### src/rtl/mem_arbiter.sv
// Single-port RAM arbiter between the icache miss path and the dcache fill/writeback path.
// Optional instruction-fetch starvation guard: define STARVE_GUARD_EN.
module mem_arbiter #(
    parameter int WORD_W       = 32,
    parameter int STARVE_LIMIT = 4
) (
    input  logic              CLK,
    input  logic              nRST,
    input  logic              iREN,
    input  logic [WORD_W-1:0] iaddr,
    output logic              iwait,
    output logic [WORD_W-1:0] iload,
    input  logic              dREN,
    input  logic              dWEN,
    input  logic [WORD_W-1:0] daddr,
    input  logic [WORD_W-1:0] dstore,
    output logic              dwait,
    output logic [WORD_W-1:0] dload,
    output logic              ramREN,
    output logic              ramWEN,
    output logic [WORD_W-1:0] ramaddr,
    output logic [WORD_W-1:0] ramstore,
    input  logic [WORD_W-1:0] ramload,
    input  logic [1:0]        ramstate
);

    typedef enum logic [1:0] {IDLE, IGRANT, DGRANT} state_e;
    typedef enum logic [1:0] {RAM_FREE, RAM_BUSY, RAM_ACCESS, RAM_ERROR} ram_state_e;

    if (STARVE_LIMIT < 1 || STARVE_LIMIT > 15) begin : g_bad_starve_limit
        $error("mem_arbiter: STARVE_LIMIT must be in 1..15");
    end

    state_e     state_q, state_d;
    ram_state_e ram_state;
    logic       d_req;
    logic       i_starved;

    assign ram_state = ram_state_e'(ramstate);
    assign d_req     = dREN | dWEN;

    // NOTE: sequential state uses non-blocking assignments so every flop samples pre-edge values.
    always_ff @(posedge CLK or negedge nRST) begin
        if (!nRST) begin
            state_q <= IDLE;
        end else begin
            state_q <= state_d;
        end
    end

`ifdef STARVE_GUARD_EN
    localparam logic [3:0] LIMIT = 4'(STARVE_LIMIT);

    logic [3:0] starve_q, starve_d;

    always_ff @(posedge CLK or negedge nRST) begin
        if (!nRST) begin
            starve_q <= '0;
        end else begin
            starve_q <= starve_d;
        end
    end

    // Counts data completions that overtook a waiting fetch; saturates at 15.
    always_comb begin
        starve_d = starve_q;
        case (state_q)
            IDLE: begin
                if (!iREN) starve_d = '0;
            end
            DGRANT: begin
                if (d_req && iREN && ram_state == RAM_ACCESS && starve_q != 4'hF)
                    starve_d = starve_q + 4'd1;
            end
            IGRANT: begin
                if (iREN && ram_state == RAM_ACCESS) starve_d = '0;
            end
            default: ;
        endcase
    end

    assign i_starved = iREN && (starve_q >= LIMIT);
`else
    assign i_starved = 1'b0;
`endif

    // NOTE: every output gets a default first so no path through the case infers a latch.
    always_comb begin
        state_d  = state_q;
        ramREN   = 1'b0;
        ramWEN   = 1'b0;
        ramaddr  = '0;
        ramstore = '0;
        iwait    = iREN;
        dwait    = d_req;
        iload    = '0;
        dload    = '0;

        case (state_q)
            IDLE: begin
                if (i_starved)  state_d = IGRANT;
                else if (d_req) state_d = DGRANT;
                else if (iREN)  state_d = IGRANT;
            end

            DGRANT: begin
                if (!d_req) begin
                    state_d = IDLE;
                end else begin
                    ramaddr = daddr;
                    if (dWEN) begin
                        ramWEN   = 1'b1;
                        ramstore = dstore;
                    end else begin
                        ramREN = 1'b1;
                    end
                    if (ram_state == RAM_ACCESS) begin
                        dwait   = 1'b0;
                        dload   = ramload;
                        state_d = IDLE;
                    end else if (ram_state == RAM_ERROR) begin
                        state_d = IDLE;
                    end
                end
            end

            IGRANT: begin
                if (!iREN) begin
                    state_d = IDLE;
                end else begin
                    ramREN  = 1'b1;
                    ramaddr = iaddr;
                    if (ram_state == RAM_ACCESS) begin
                        iwait   = 1'b0;
                        iload   = ramload;
                        state_d = IDLE;
                    end else if (ram_state == RAM_ERROR) begin
                        state_d = IDLE;
                    end
                end
            end

            default: state_d = IDLE;
        endcase
    end

endmodule

### config.mk
export PLATFORM = sky130hd
export DESIGN_NAME = mem_arbiter
export DESIGN_NICKNAME = d
export VERILOG_FILES = /design/src/rtl/mem_arbiter.sv
export SDC_FILE = /design/constraint.sdc
export NUM_CORES = 1
export LEC_CHECK = 0
export ABC_AREA = 1
export CAP_MARGIN = 20
export CORE_AREA = 10 10 96 98
export CTS_BUF_LIST = sky130_fd_sc_hd__clkbuf_4 sky130_fd_sc_hd__clkbuf_8
export CTS_CLUSTER_SIZE = 8
export DETAILED_ROUTE_END_ITERATION = 12
export DIE_AREA = 0 0 106 108
export GPL_TIMING_DRIVEN = 0
export PLACE_DENSITY = 0.84
export SETUP_SLACK_MARGIN = 0.5
export SLEW_MARGIN = 20
export SYNTH_ARGS = -nofsm -noshare
export SYNTH_HDL_FRONTEND = slang
export SYNTH_SLANG_ARGS = --single-unit
### constraint.sdc
create_clock -name CLK -period 3.98 [get_ports CLK]
set_input_delay 0.796 -clock CLK [delete_from_list [all_inputs] [get_ports CLK]]
set_output_delay 0.796 -clock CLK [all_outputs]
set_load 0.05 [all_outputs]
Word level (Yosys, flattened, before mapping). Index checks and enable logic that the tools add are counted.

Bits in registers: 2. Bits of input ports: 135. Logic and storage cells: 38. Output and inout port bits: 132.

Multiplexer cells: 30. Reduce and logical (&&, ||, !) cells: 1. Equal/unequal tests: 5. Bitwise logic cells: 1.

Operator list (number): 2-to-1 mux 32 bit (10); case mux 32 bit (2 select lines) (1); 2-to-1 mux 2 bit (6); 2-to-1 mux 1 bit (11); == test 2 bit (second input constant) (3); case mux 2 bit (3 select lines) (1); != test 3 bit (second input constant) (1); == test 2 x 1 -> 1 bit (second input constant) (1); zero test 2 bit (1); case mux 1 bit (2 select lines) (1); bitwise OR 1 bit (1).

Logic depth before layout (Yosys ltp). Gate-level depths: netlist of the first run.

Depth in word-level cells: 5. Depth in mapped cells: 7. Depth with buffers taken out: 7.

Least setup slack after synthesis of the first run. Ideal clock, no wire load.

Kind: input -> output. Start: input dREN. End: output ramaddr[0]. Arrival: 1.976 ns. Cell stages on the path: 5. Setup slack: 1.208 ns. Path buffers: 1. Required time: 3.184 ns. Cells stage by stage: nor2_1 nor2_4 buf_6 nand2_1 a21oi_1.

Longest elaborated chain between the ends: 3.

Ends and longest elaborated chain: start: declaration (RTL line 13) `input logic dREN,`; bitwise OR 1 bit (RTL line 40) `assign d_req = dREN | dWEN;`; 2-to-1 mux 32 bit (RTL line 107) `if (!d_req) begin`; case mux 32 bit (2 select lines) (RTL line 99) `case (state_q)`; end: declaration (RTL line 21) `output logic [WORD_W-1:0] ramaddr,`.

No other way between the ends.

Worst setup path in the final report of the first run.
Start: input ramstate[1]. End: output iload[11].

Longest elaborated chain between the ends: 4.

Ends and longest elaborated chain: start: declaration (RTL line 24) `input logic [1:0] ramstate`; == test 2 bit (RTL line 133) `if (ram_state == RAM_ACCESS) begin`; 2-to-1 mux 32 bit (RTL line 133); 2-to-1 mux 32 bit (RTL line 128) `if (!iREN) begin`; 2-to-1 mux 32 bit (RTL line 99); end: declaration (RTL line 12) `output logic [WORD_W-1:0] iload,`.

No other way between the ends.

==> results of run 1 <==
[layout by cell type, fill, tap and decap left out, types with 4 or more instances in the layout]
cell                              synthesis  routed
sky130_fd_sc_hd__buf_6                    6       6
sky130_fd_sc_hd__a21oi_1                 27      27
sky130_fd_sc_hd__inv_1                   44      44
sky130_fd_sc_hd__clkbuf_1                 8       8
sky130_fd_sc_hd__nand3_1                  5       5
sky130_fd_sc_hd__clkbuf_2                 0      75
sky130_fd_sc_hd__clkdlybuf4s15_1          0      10
sky130_fd_sc_hd__a21oi_2                  6       6
sky130_fd_sc_hd__nor2_1                  99      99
sky130_fd_sc_hd__dlygate4sd2_1            0      33
sky130_fd_sc_hd__clkdlybuf4s50_1          0     140
sky130_fd_sc_hd__dlymetal6s2s_1           0       4
sky130_fd_sc_hd__buf_2                    6       9
sky130_fd_sc_hd__ha_1                     4       4
sky130_fd_sc_hd__nand2_1                111     111
[stage by stage]
step | cell area, µm² | hold WS (ns) | power, mW
after floorplan | 1458 | 0.5004 | 1.050
after global placement | 4248 | 0.5538 | 1.613
after detailed placement | 4248 | 0.5754 | 1.636
after CTS | 4159 | 0.5817 | 1.628
after global routing | 3869 | 0.6155 | 1.679
final | 3869 | 0.5798 | 1.586
[routing by layer]
layer,wire (µm),vias up
met1,4343,1274
met4,85,0
li1,-,1505
met5,0,-
met3,728,6
met2,6447,120
[worst max-delay path, cell delays in order]
cell	delay, ns
sky130_fd_sc_hd__clkdlybuf4s50_1	0.52
sky130_fd_sc_hd__inv_1	0.11
sky130_fd_sc_hd__nor2_4	0.18
sky130_fd_sc_hd__buf_2	0.25
sky130_fd_sc_hd__nand2_1	0.11
sky130_fd_sc_hd__nor2_1	0.11
sky130_fd_sc_hd__clkdlybuf4s15_1	0.51
[layout make-up]
cell class	count	share of cell area
multi-input combinational	258	0.2843
clock buffer	3	0.01067
sequential	2	0.01294
inverter	47	0.04560
buffer	21	0.03396
tap	102	0.03299
timing repair buffer	266	0.5796
[repair_timing]
action | in CTS | in global routing
resized for setup | 140 | 160
endpoints found under the setup margin | 122 | 92
pin swaps | 0 | 0
buffers inserted | 0 | 0
[cell families after synthesis]
logic type      share of synthesized area
simple gates                       0.5914
compound gates                     0.1288
fa+ha+maj                         0.03434
buf+inv                            0.2112
flops                             0.03434
[power by group]
group          switching (mW)  total [mW]  internal (mW)
sequential             0.0114      0.0398         0.0284
clock                  0.0177      0.0818         0.0641
combinational            1.06        1.46          0.408
total                    1.08        1.59          0.501
[final timing paths]
path	start	end	slack, ns
worst max register to register	state_q[0]$_DFFE_PN0P_	state_q[1]$_DFFE_PN0P_	2.77
min in group asynchronous	nRST	state_q[0]$_DFFE_PN0P_	0.76
worst min register to register	state_q[0]$_DFFE_PN0P_	state_q[0]$_DFFE_PN0P_	0.58
max in group asynchronous	nRST	state_q[1]$_DFFE_PN0P_	3.10
worst min-delay path	state_q[0]$_DFFE_PN0P_	state_q[0]$_DFFE_PN0P_	0.58
worst max-delay path	ramstate[1]	iload[11]	0.60
==> reports/qor.log, run 1 <==
[clock_tree] worst-skew pair later-pin latency 0.21 ns
[logic_synthesis] number of flip-flops and latches in the synthesized netlist 2
[placement] Post-Place Setup Slack 0.1713 ns
[run] count of maximum capacitance violations 0
[logic_synthesis] syn avg cell area 4.444 µm²
[worst_setup_path] type of element capturing the critical path output port
[power] leakage power 2.025 nW
[global_route] first-pass GRT wire length 16.50 mm
[final_layout] combined flip-flop and latch cell area 50.05 µm²
[route] wire length per cell 16.60 µm
[global_route] GRT Residual Overflow 0
[worst_setup_path] Setup Crit Path Kind in -> out
[placement] number of placed instances with taps included 696
[sta] Total Negative Setup Slacks 0 ns
[logic_synthesis] portion of the post-synthesis area used by sequential elements 0.03433
[worst_setup_path] Crit path arrival time 2.59 ns
[sta] maximum clock skew at final layout 0.0003272 ns
[logic_synthesis] leading cell type by number of instances after synthesis sky130_fd_sc_hd__nand2_1
[clock_tree] clk root buf sky130_fd_sc_hd__clkbuf_8
[route] drt first-iter violations 69
[logic_synthesis] cell taking the most area after synthesis sky130_fd_sc_hd__nand2_1
[clock_tree] maximum buffer depth of the clock tree 2
[logic_synthesis] fraction of registers with async set/reset 1.000
[final_layout] final layout net count 738
[logic_synthesis] warnings from Yosys 0
[hold_path] number of instances on the worst hold path 2
[sta] unrepaired setup endpoints after global routing yes
[placement] post-detail-place hpwl 10.27 mm
[logic_synthesis] Primary FF master, synth sky130_fd_sc_hd__dfrtp_1
[sta] Max Clock Freq 0.2956 GHz
[clock_tree] Inserted Clock Buffers 3
[worst_setup_path] biggest fanout along the worst timing path 10
[final_layout] share of final-layout standard cells stronger than drive strength 1 0.1776
[power] Worst IR Drop VDD 281.6 µV
[final_layout] register with the highest flop count state_q
[global_route] met2 track demand over resource in global routing 0.3595
[worst_setup_path] worst reg-to-reg path cell count 6
[global_route] combined global-route utilization of all metal layers 0.1778
[sta] number of setup violations in the final report 0
[global_route] antenna violations before repair 0
[logic_synthesis] total standard cell area after synthesis 1458 µm²
[final_layout] total area of multi-input combinational cells 1100 µm²
[status] status complete, no violations
[logic_synthesis] gate count of the mapped netlist 328
[floorplanning] I/O pin cnt 267
[worst_setup_path] worst path required time 3.18 ns
[global_route] met3 track demand over resource in global routing 0.04224
[sta] transition at the pin with the smallest max-transition slack 0.5744 ns
[floorplanning] Core Area 7447 µm²
[floorplanning] starting density of the core 0.1957
[final_layout] final standard cell count with taps included and fillers excluded 699
[global_route] global-route met1 utilization 0.1845
[clock_tree] count of hold buffers inserted by post-cts repair 0
[sta] number of hold violations in the final report 0
[placement] number of buffer cells added on primary ports 266
[route] DR DRC count 0
[route] vias per cell 4.156
[logic_synthesis] number of library cell types mapped by synthesis 17
[final_layout] # fillers 779
[final_layout] flip-flop count of the largest register after layout 2
[placement] final estimated routing congestion in global placement 0.8792
[floorplanning] placement row count 32
[global_route] number of global-route vias before repair 2856
[logic_synthesis] top-area cell type share of the netlist area 0.2858
[hold_path] classification of the worst-slack hold path reg -> reg
[floorplanning] die outline area 11450 µm²
[route] Detail Route Antenna Nets 0
[logic_synthesis] Synth area leaders sky130_fd_sc_hd__nand2_1 (29%), sky130_fd_sc_hd__nor2_1 (25%), sky130_fd_sc_hd__inv_1 (11%)
[sta] time the worst path needs with I/O delays and setup 3.383 ns
[clock_tree] register clock-pin slew on the reported worst setup and hold paths 0.03 ns
[final_layout] antenna cells 0
[final_layout] registers with the most flip-flops state_q: 2 flops
[sta] worst path setup slack after routing 0.5966 ns
[sta] Max-slew headroom 0.6159
[clock_tree] H-Tree Level Count 1
[worst_setup_path] launching element type of the critical path primary input
[logic_synthesis] Net Count, Synth 467
[global_route] pin count of the biggest net entering global routing 11
[route] wire length reported by the detailed router 11.60 mm
[route] detailed-routing iteration count for the pre-antenna-repair pass 4
[floorplanning] Die Ht 108 µm
[clock_tree] CTS tree yes
[sta] final number of max-transition violations 0
[final_layout] P&R area growth vs syn 165.4%
[global_route] busiest layer in global routing met2
[logic_synthesis] Post-synth EDFFs 0
[logic_synthesis] top cell types by occurrence after synthesis sky130_fd_sc_hd__nand2_1 (111), sky130_fd_sc_hd__nor2_1 (99), sky130_fd_sc_hd__inv_1 (44)
[floorplanning] horizontal die dimension 106 µm
[final_layout] utilization after layout 0.5195
[route] vias post-DR 2905
[sta] portion of the clock cycle consumed by the worst path in the final layout 0.8501
[power] Power per Cell Area 409.9 nW/µm²
[clock_tree] number of clock sinks 2
No activity file was read; power rests on OpenSTA's default activity.
==> run 2: changes to the inputs <==
==> constraint.sdc (replaced) <==
create_clock -name CLK -period 3.98 [get_ports CLK]
set_input_delay 0.398 -clock CLK [delete_from_list [all_inputs] [get_ports CLK]]
set_output_delay 0.398 -clock CLK [all_outputs]
set_load 0.05 [all_outputs]
==> run 2 against run 1 <==
  * Total power increased by 8.0%
  * First-iteration DRC count increased by 29%
  * Sequential cell count unchanged
  * Worst setup slack better by 0.40 ns
  * Wire length fell by 1.1%
  * Cell area rose by 11%
==> reports/qor.log, run 2 (synthesized netlist as in run 1, its figures left out) <==
[final_layout] final layout net count 738 [unchanged]
[worst_setup_path] worst reg-to-reg path cell count 6 [unchanged]
[worst_setup_path] worst path cell trace clkdlybuf4s50_1 -> nand2_2 -> inv_2 -> buf_2 -> nand2_1 -> a21oi_1 -> clkdlybuf4s50_1 [was clkdlybuf4s50_1 -> inv_1 -> nor2_4 -> buf_2 -> nand2_1 -> nor2_1 -> clkdlybuf4s15_1]
[worst_setup_path] worst path required time 3.58 ns [was 3.18 ns]
[route] vias per cell 4.182 [was 4.156]
[clock_tree] CTS tree yes [unchanged]
[sta] maximum clock skew at final layout 0.0004194 ns [was 0.0003272 ns]
[clock_tree] maximum buffer depth of the clock tree 2 [unchanged]
[placement] number of placed instances with taps included 696 [unchanged]
[clock_tree] H-Tree Level Count 1 [unchanged]
[global_route] GRT Residual Overflow 0 [unchanged]
[route] Detail Route Antenna Nets 0 [unchanged]
[final_layout] total area of multi-input combinational cells 1100 µm² [unchanged]
[hold_path] classification of the worst-slack hold path in -> async [was reg -> reg]
[route] drt first-iter violations 89 [was 69]
[route] wire length per cell 16.41 µm [was 16.60 µm]
[clock_tree] post-cts sizing count 0 [was 140]
[global_route] first-pass GRT wire length 16.49 mm [was 16.50 mm]
[sta] number of setup violations in the final report 0 [unchanged]
[worst_setup_path] type of element capturing the critical path output port [unchanged]
[global_route] met3 track demand over resource in global routing 0.04164 [was 0.04224]
[worst_setup_path] largest incremental delay on the critical path 0.84 ns [was 0.52 ns]
[status] status complete, no violations [unchanged]
[sta] Max-slew headroom 0.6087 [was 0.6159]
[worst_setup_path] Crit path arrival time 2.59 ns [about the same]
[global_route] global-route met1 utilization 0.1851 [was 0.1845]
[final_layout] register with the highest flop count state_q [unchanged]
[worst_setup_path] biggest fanout along the worst timing path 10 [unchanged]
[final_layout] top library cells by usage in the layout, fill and taps aside sky130_fd_sc_hd__clkdlybuf4s50_1 (266), sky130_fd_sc_hd__nand2_1 (111), sky130_fd_sc_hd__nor2_1 (99) [was sky130_fd_sc_hd__clkdlybuf4s50_1 (140), sky130_fd_sc_hd__nand2_1 (111), sky130_fd_sc_hd__nor2_1 (99)]
[final_layout] antenna cells 0 [unchanged]
[final_layout] # fillers 711 [was 779]
[worst_setup_path] Setup Crit Path Kind in -> out [unchanged]
[power] power share of the clock group 0.048 [was 0.052]
[floorplanning] Core Area 7447 µm² [unchanged]
[clock_tree] count of hold buffers inserted by post-cts repair 0 [unchanged]
[power] internal power 0.6263 mW [was 0.5010 mW]
[worst_setup_path] launching element type of the critical path primary input [unchanged]
[clock_tree] register clock-pin slew on the reported worst setup and hold paths 0.03 ns [about the same]
[global_route] number of global-route vias before repair 2857 [was 2856]
[floorplanning] die outline area 11450 µm² [unchanged]
[floorplanning] placement row count 32 [unchanged]
[final_layout] final cell area excluding filler cells 4289 µm² [was 3869 µm²]
[placement] Post-DP Area 4248 µm² [unchanged]
[global_route] antenna violations before repair 0 [unchanged]
[clock_tree] number of clock sinks 2 [unchanged]
[power] Worst IR Drop VDD 282.0 µV [was 281.6 µV]
[floorplanning] starting density of the core 0.1957 [unchanged]
[floorplanning] horizontal die dimension 106 µm [unchanged]
[power] proportion of power drawn by combinational gates 0.929 [was 0.923]
[final_layout] final standard cell count with taps included and fillers excluded 699 [unchanged]
[route] DR DRC count 0 [unchanged]
[route] detailed-routing iteration count for the pre-antenna-repair pass 4 [unchanged]
[placement] final estimated routing congestion in global placement 0.8792 [unchanged]
[floorplanning] Die Ht 108 µm [unchanged]
[power] leakage power 1.709 nW [was 2.025 nW]
[sta] Max Clock Freq 0.3347 GHz [was 0.2956 GHz]
[clock_tree] worst-skew pair later-pin latency 0.21 ns [about the same]
[sta] Total Negative Setup Slacks 0 ns [unchanged]
[power] switching share of power 0.6344 [was 0.6841]
[sta] number of hold violations in the final report 0 [unchanged]
[placement] number of buffer cells added on primary ports 266 [unchanged]
[sta] worst path setup slack after routing 0.9924 ns [was 0.5966 ns]
[power] share of power burned in registers 0.023 [was 0.025]
[clock_tree] clk root buf sky130_fd_sc_hd__clkbuf_8 [unchanged]
[final_layout] utilization after layout 0.5759 [was 0.5195]
[worst_setup_path] most numerous cell on the critical path sky130_fd_sc_hd__clkdlybuf4s50_1
[global_route] pin count of the biggest net entering global routing 11 [unchanged]
[worst_setup_path] master of the slowest instance on the critical path sky130_fd_sc_hd__clkdlybuf4s50_1 [unchanged]
[power] net switching power 1.087 mW [was 1.085 mW]
[clock_tree] Inserted Clock Buffers 3 [unchanged]
[final_layout] P&R area growth vs syn 194.2% [was 165.4%]
[final_layout] most common cell after layout, fill and taps aside sky130_fd_sc_hd__clkdlybuf4s50_1 [unchanged]
[sta] final number of max-transition violations 0 [unchanged]
[sta] time the worst path needs with I/O delays and setup 2.988 ns [was 3.383 ns]
[final_layout] combined flip-flop and latch cell area 50.05 µm² [unchanged]
[placement] post-detail-place hpwl 10.27 mm [unchanged]
[placement] Post-Place Setup Slack 0.9673 ns [was 0.1713 ns]
[final_layout] share of final-layout standard cells stronger than drive strength 1 0.04523 [was 0.1776]
[global_route] met2 track demand over resource in global routing 0.3587 [was 0.3595]
[global_route] combined global-route utilization of all metal layers 0.1776 [was 0.1778]
[power] Power per Cell Area 399.4 nW/µm² [was 409.9 nW/µm²]
[route] wire length reported by the detailed router 11.47 mm [was 11.60 mm]
[run] count of maximum capacitance violations 0 [unchanged]
[route] vias post-DR 2923 [was 2905]
[sta] unrepaired setup endpoints after global routing no [was yes]
[final_layout] registers with the most flip-flops state_q: 2 flops [unchanged]
[clock_tree] number of buffers inserted by post-CTS setup repair 0 [unchanged]
[global_route] busiest layer in global routing met2 [unchanged]
[sta] portion of the clock cycle consumed by the worst path in the final layout 0.7507 [was 0.8501]
[final_layout] flip-flop count of the largest register after layout 2 [unchanged]
[floorplanning] I/O pin cnt 267 [unchanged]
[sta] transition at the pin with the smallest max-transition slack 0.5870 ns [was 0.5744 ns]
## run 2: path summary, 6_finish.rpt
check                                       startpoint                endpoint  slack (ns)
worst max-delay path                              iREN             ramaddr[15]        0.99
worst min-delay path                              nRST  state_q[0]$_DFFE_PN0P_        0.36
worst max register to register  state_q[0]$_DFFE_PN0P_  state_q[1]$_DFFE_PN0P_        2.77
worst min register to register  state_q[0]$_DFFE_PN0P_  state_q[0]$_DFFE_PN0P_        0.58
max in group asynchronous                         nRST  state_q[1]$_DFFE_PN0P_        3.50
min in group CLK                state_q[0]$_DFFE_PN0P_  state_q[0]$_DFFE_PN0P_        0.58
## run 2: metal layers
metal  share of wire  vias to the layer above
met2            0.56                      122
met4          0.0045                        0
met3           0.067                        4
met5               0                        -
li1                -                     1506
met1            0.37                     1291
## run 2: layout make-up
cell class | instances | share of cell area
Tap cell | 102 | 0.02975
Clock buffer | 3 | 0.009627
Buffer | 21 | 0.03063
Inverter | 47 | 0.04113
Timing Repair Buffer | 266 | 0.6208
Sequential cell | 2 | 0.01167
Multi-Input combinational cell | 258 | 0.2564
## run 2: worst max-delay path: cells and delay by family
kind	cells	cell delay (ns)
AO/OA/AOI/OAI	1	0.18
buffers and inverters	4	1.76
AND/OR/NAND/NOR	2	0.24
## run 2: power by group through the flow
stage | Clock [mW] | Combinational, mW | Sequential, mW
6_report | 0.0818 | 1.59 | 0.0399
5_1_grt | 0.0873 | 1.68 | 0.0412
4_1_cts | 0.0835 | 1.60 | 0.0395
3_5_place_dp | 0 | 1.60 | 0.0397
3_3_place_gp | 0 | 1.57 | 0.0387
2_1_floorplan | 0 | 1.01 | 0.0367
## run 2: through the flow
step | hold slack (ns) | power [mW]
final | 0.3578 | 1.713
after global routing | 0.3575 | 1.806
after CTS | 0.3548 | 1.726
after detailed placement | 0.5686 | 1.636
after global placement | 0.5538 | 1.613
after floorplan | 0.1024 | 1.050
==> RTL edit, RTL diff (flow settings as in run 1) <==
Build with the macro `STARVE_GUARD_EN` defined.
--- a/src/rtl/mem_arbiter.sv
+++ b/src/rtl/mem_arbiter.sv
@@ -1,4 +1,6 @@
 // Single-port RAM arbiter between the icache miss path and the dcache fill/writeback path.
 // Optional instruction-fetch starvation guard: define STARVE_GUARD_EN.
+`define STARVE_GUARD_EN
+
 module mem_arbiter #(
     parameter int WORD_W       = 32,
Formal check against the unedited RTL: not equivalent (a bounded check fails within 10 cycles, from zero or initial values and one cycle with nRST low).
==> RTL edit against run 1 <==
  * Non-clock buffer count is 8 higher
  * Final area up 18%
  * Sequential cell count is 4 higher
  * Via count up 20%
  * Count of clock-buffer cells in the layout is the same
  * Routed wire length is 12% higher
  * Worst hold slack lost 0.047 ns
  * Total power up 12%
  * Setup slack lost 0.014 ns
  * Core utilization increased by 9.4 points
  * Cell count grew 7.0%
  * Die area unchanged
  * Synthesized area is 24% higher
  * Largest cell class unchanged
==> RTL edit: results (changes against run 1) <==
WP data arrival: 2.60 ns (about the same)
global routing usage on met1: 21.12% (+2.7 points)
largest registers: starve_q (4), state_q (2)
Final GP Congestion: 0.8931 (+1.6%)
synth unique cells: 18 (+1)
Total GRT Usage: 20.06% (+2.3 points)
Synth area leaders: nor2_1, nand3_1, nand2_1
Clock Path Buffers: 2 (unchanged)
Root Driver: clkbuf_8
synth warn: 0 (unchanged)
Final Skew: 0.0001078 ns (-0.0002193 ns)
Post-synth ARST share: 100.0% (unchanged)
register-to-register setup slack: 2.50 ns (-0.27 ns)
worst slack, placed: 0.2846 ns (+0.1133 ns)
initial antenna violation count: 1 (+1)
drt first-iter violations: 121 (+75%)
GR Util met2: 39.84% (+3.9 points)
Seq/Total Area, Yosys: 8.339% (+4.9 points)
vias in the first global route: 3,240 (+13%)
post-CTS setup buffers: 0 (unchanged)
origin of the critical flop-to-flop path: state_q[1]
Post-DP HPWL: 11,440 µm (+11%)
clk_lat worst skew: 0.22 ns
outcome: finished clean
GRT met3 Usage: 5.592% (+1.4 points)
routed via count: 3,482 (+20%)
final net count: 788 (+6.8%)
commonest cells in the synthesized netlist: nor2_1, nand3_1, nand2_1
Pleak: 2.794 nW (+38%)
syn_nets: 518 (+11%)
dominant synthesized flop cell: dfrtp_1
First-pass DRT Iterations: 4 (unchanged)
crit path max fanout: 10 (unchanged)
Peak VDD IR: 0.0002356 V (-16%)
Critical R2R Capture: state_q[0]
drt total wl: 13,000 µm (+12%)
H-Tree Depth: 1 (unchanged)
clock buffer count from CTS: 3 (unchanged)
# port buffers: 265 (-0.38%)
CP max stage cell: dlygate4sd2_1
layout cell share with drive strength beyond 1: 6.047% (-12 points)
worst hold margin: 0.5323 ns (-0.04746 ns)
worst hold path depth: 2 (unchanged)
Hold Crit Endpoint: starve_q[0]
Hold Startpoint: starve_q[0]
worst reg2reg path depth: 9 (+3)
first-pass GRT wire length: 18,570 µm (+13%)
Hold Crit Class: register to register
slew of the pin with the lowest slew margin: 0.5758 ns (+0.001412 ns)
CTS clk-pin slew, worst paths: 0.03 ns (about the same)
delay of the slowest critical-path stage: 0.56 ns (+0.04 ns)
[RTL edit: metal layers]
metal	wire, µm	vias to the layer above
met4	182	0
met5	0	-
li1	-	1711
met2	7016	165
met3	1025	15
met1	4780	1591
[RTL edit: final cells by class]
class / count / area [µm²]
diodes: 1 / 2.502
plain buffers: 30 / 156.4
clock buffers: 3 / 41.29
fillers: 733 / 2877
inverters: 54 / 202.7
multi-input cells: 287 / 1291
flip-flops and latches: 6 / 150.1
well taps: 102 / 127.6
repair buffers: 265 / 2599
[RTL edit: what timing repair did]
action,4_1_cts,5_1_grt
hold buffers,0,0
hold endpoints to repair,0,0
resized for setup,93,46
setup endpoints to repair,93,41
[RTL edit: cell families (layout without fill, tap and decap cells)]
| kind of cell | Yosys count | in the layout | synth area share [%] |
|---|---|---|---|
| other | 0 | 1 | 0 |
| adder cells (fa/ha/maj) | 6 | 6 | 4.169 |
| AO/OA/AOI/OAI | 38 | 38 | 10.70 |
| buffers and inverters | 84 | 352 | 19.94 |
| AND/OR/NAND/NOR | 242 | 242 | 56.36 |
| flip-flops | 6 | 6 | 8.339 |
| XOR/XNOR | 1 | 1 | 0.4865 |
[RTL edit: worst max-delay path by stage]
stage	start	end	slack, ns	cells after the start
after floorplan	iREN	ramaddr[0]	1.18	4
after global placement	ramstate[1]	iload[20]	0.28	7
after detailed placement	ramstate[1]	iload[20]	0.28	7
after CTS	dWEN	ramstore[8]	0.50	5
after global routing	ramstate[1]	iload[2]	0.46	7
final	ramstate[1]	dload[2]	0.58	7
[RTL edit: through the flow]
stage | instance area [µm²] | cells | total power, mW
finish | 4571 | 748 | 1.782
global route | 4571 | 748 | 1.894
CTS | 4506 | 747 | 1.790
detailed placement | 4581 | 744 | 1.768
global placement | 4581 | 744 | 1.739
floorplan | 1800 | 377 | 1.159
[RTL edit: critical path: cells and delay by family]
| kind | cells | cell delay [ns] |
|---|---|---|
| AND/OR/NAND/NOR | 3 | 0.32 |
| buffers and inverters | 4 | 1.47 |
[RTL edit: report_power, final]
part | internal [mW] | switching, mW
sequential | 0.0785 | 0.0197
clock | 0.0648 | 0.0251
combinational | 0.476 | 1.12
total | 0.619 | 1.16
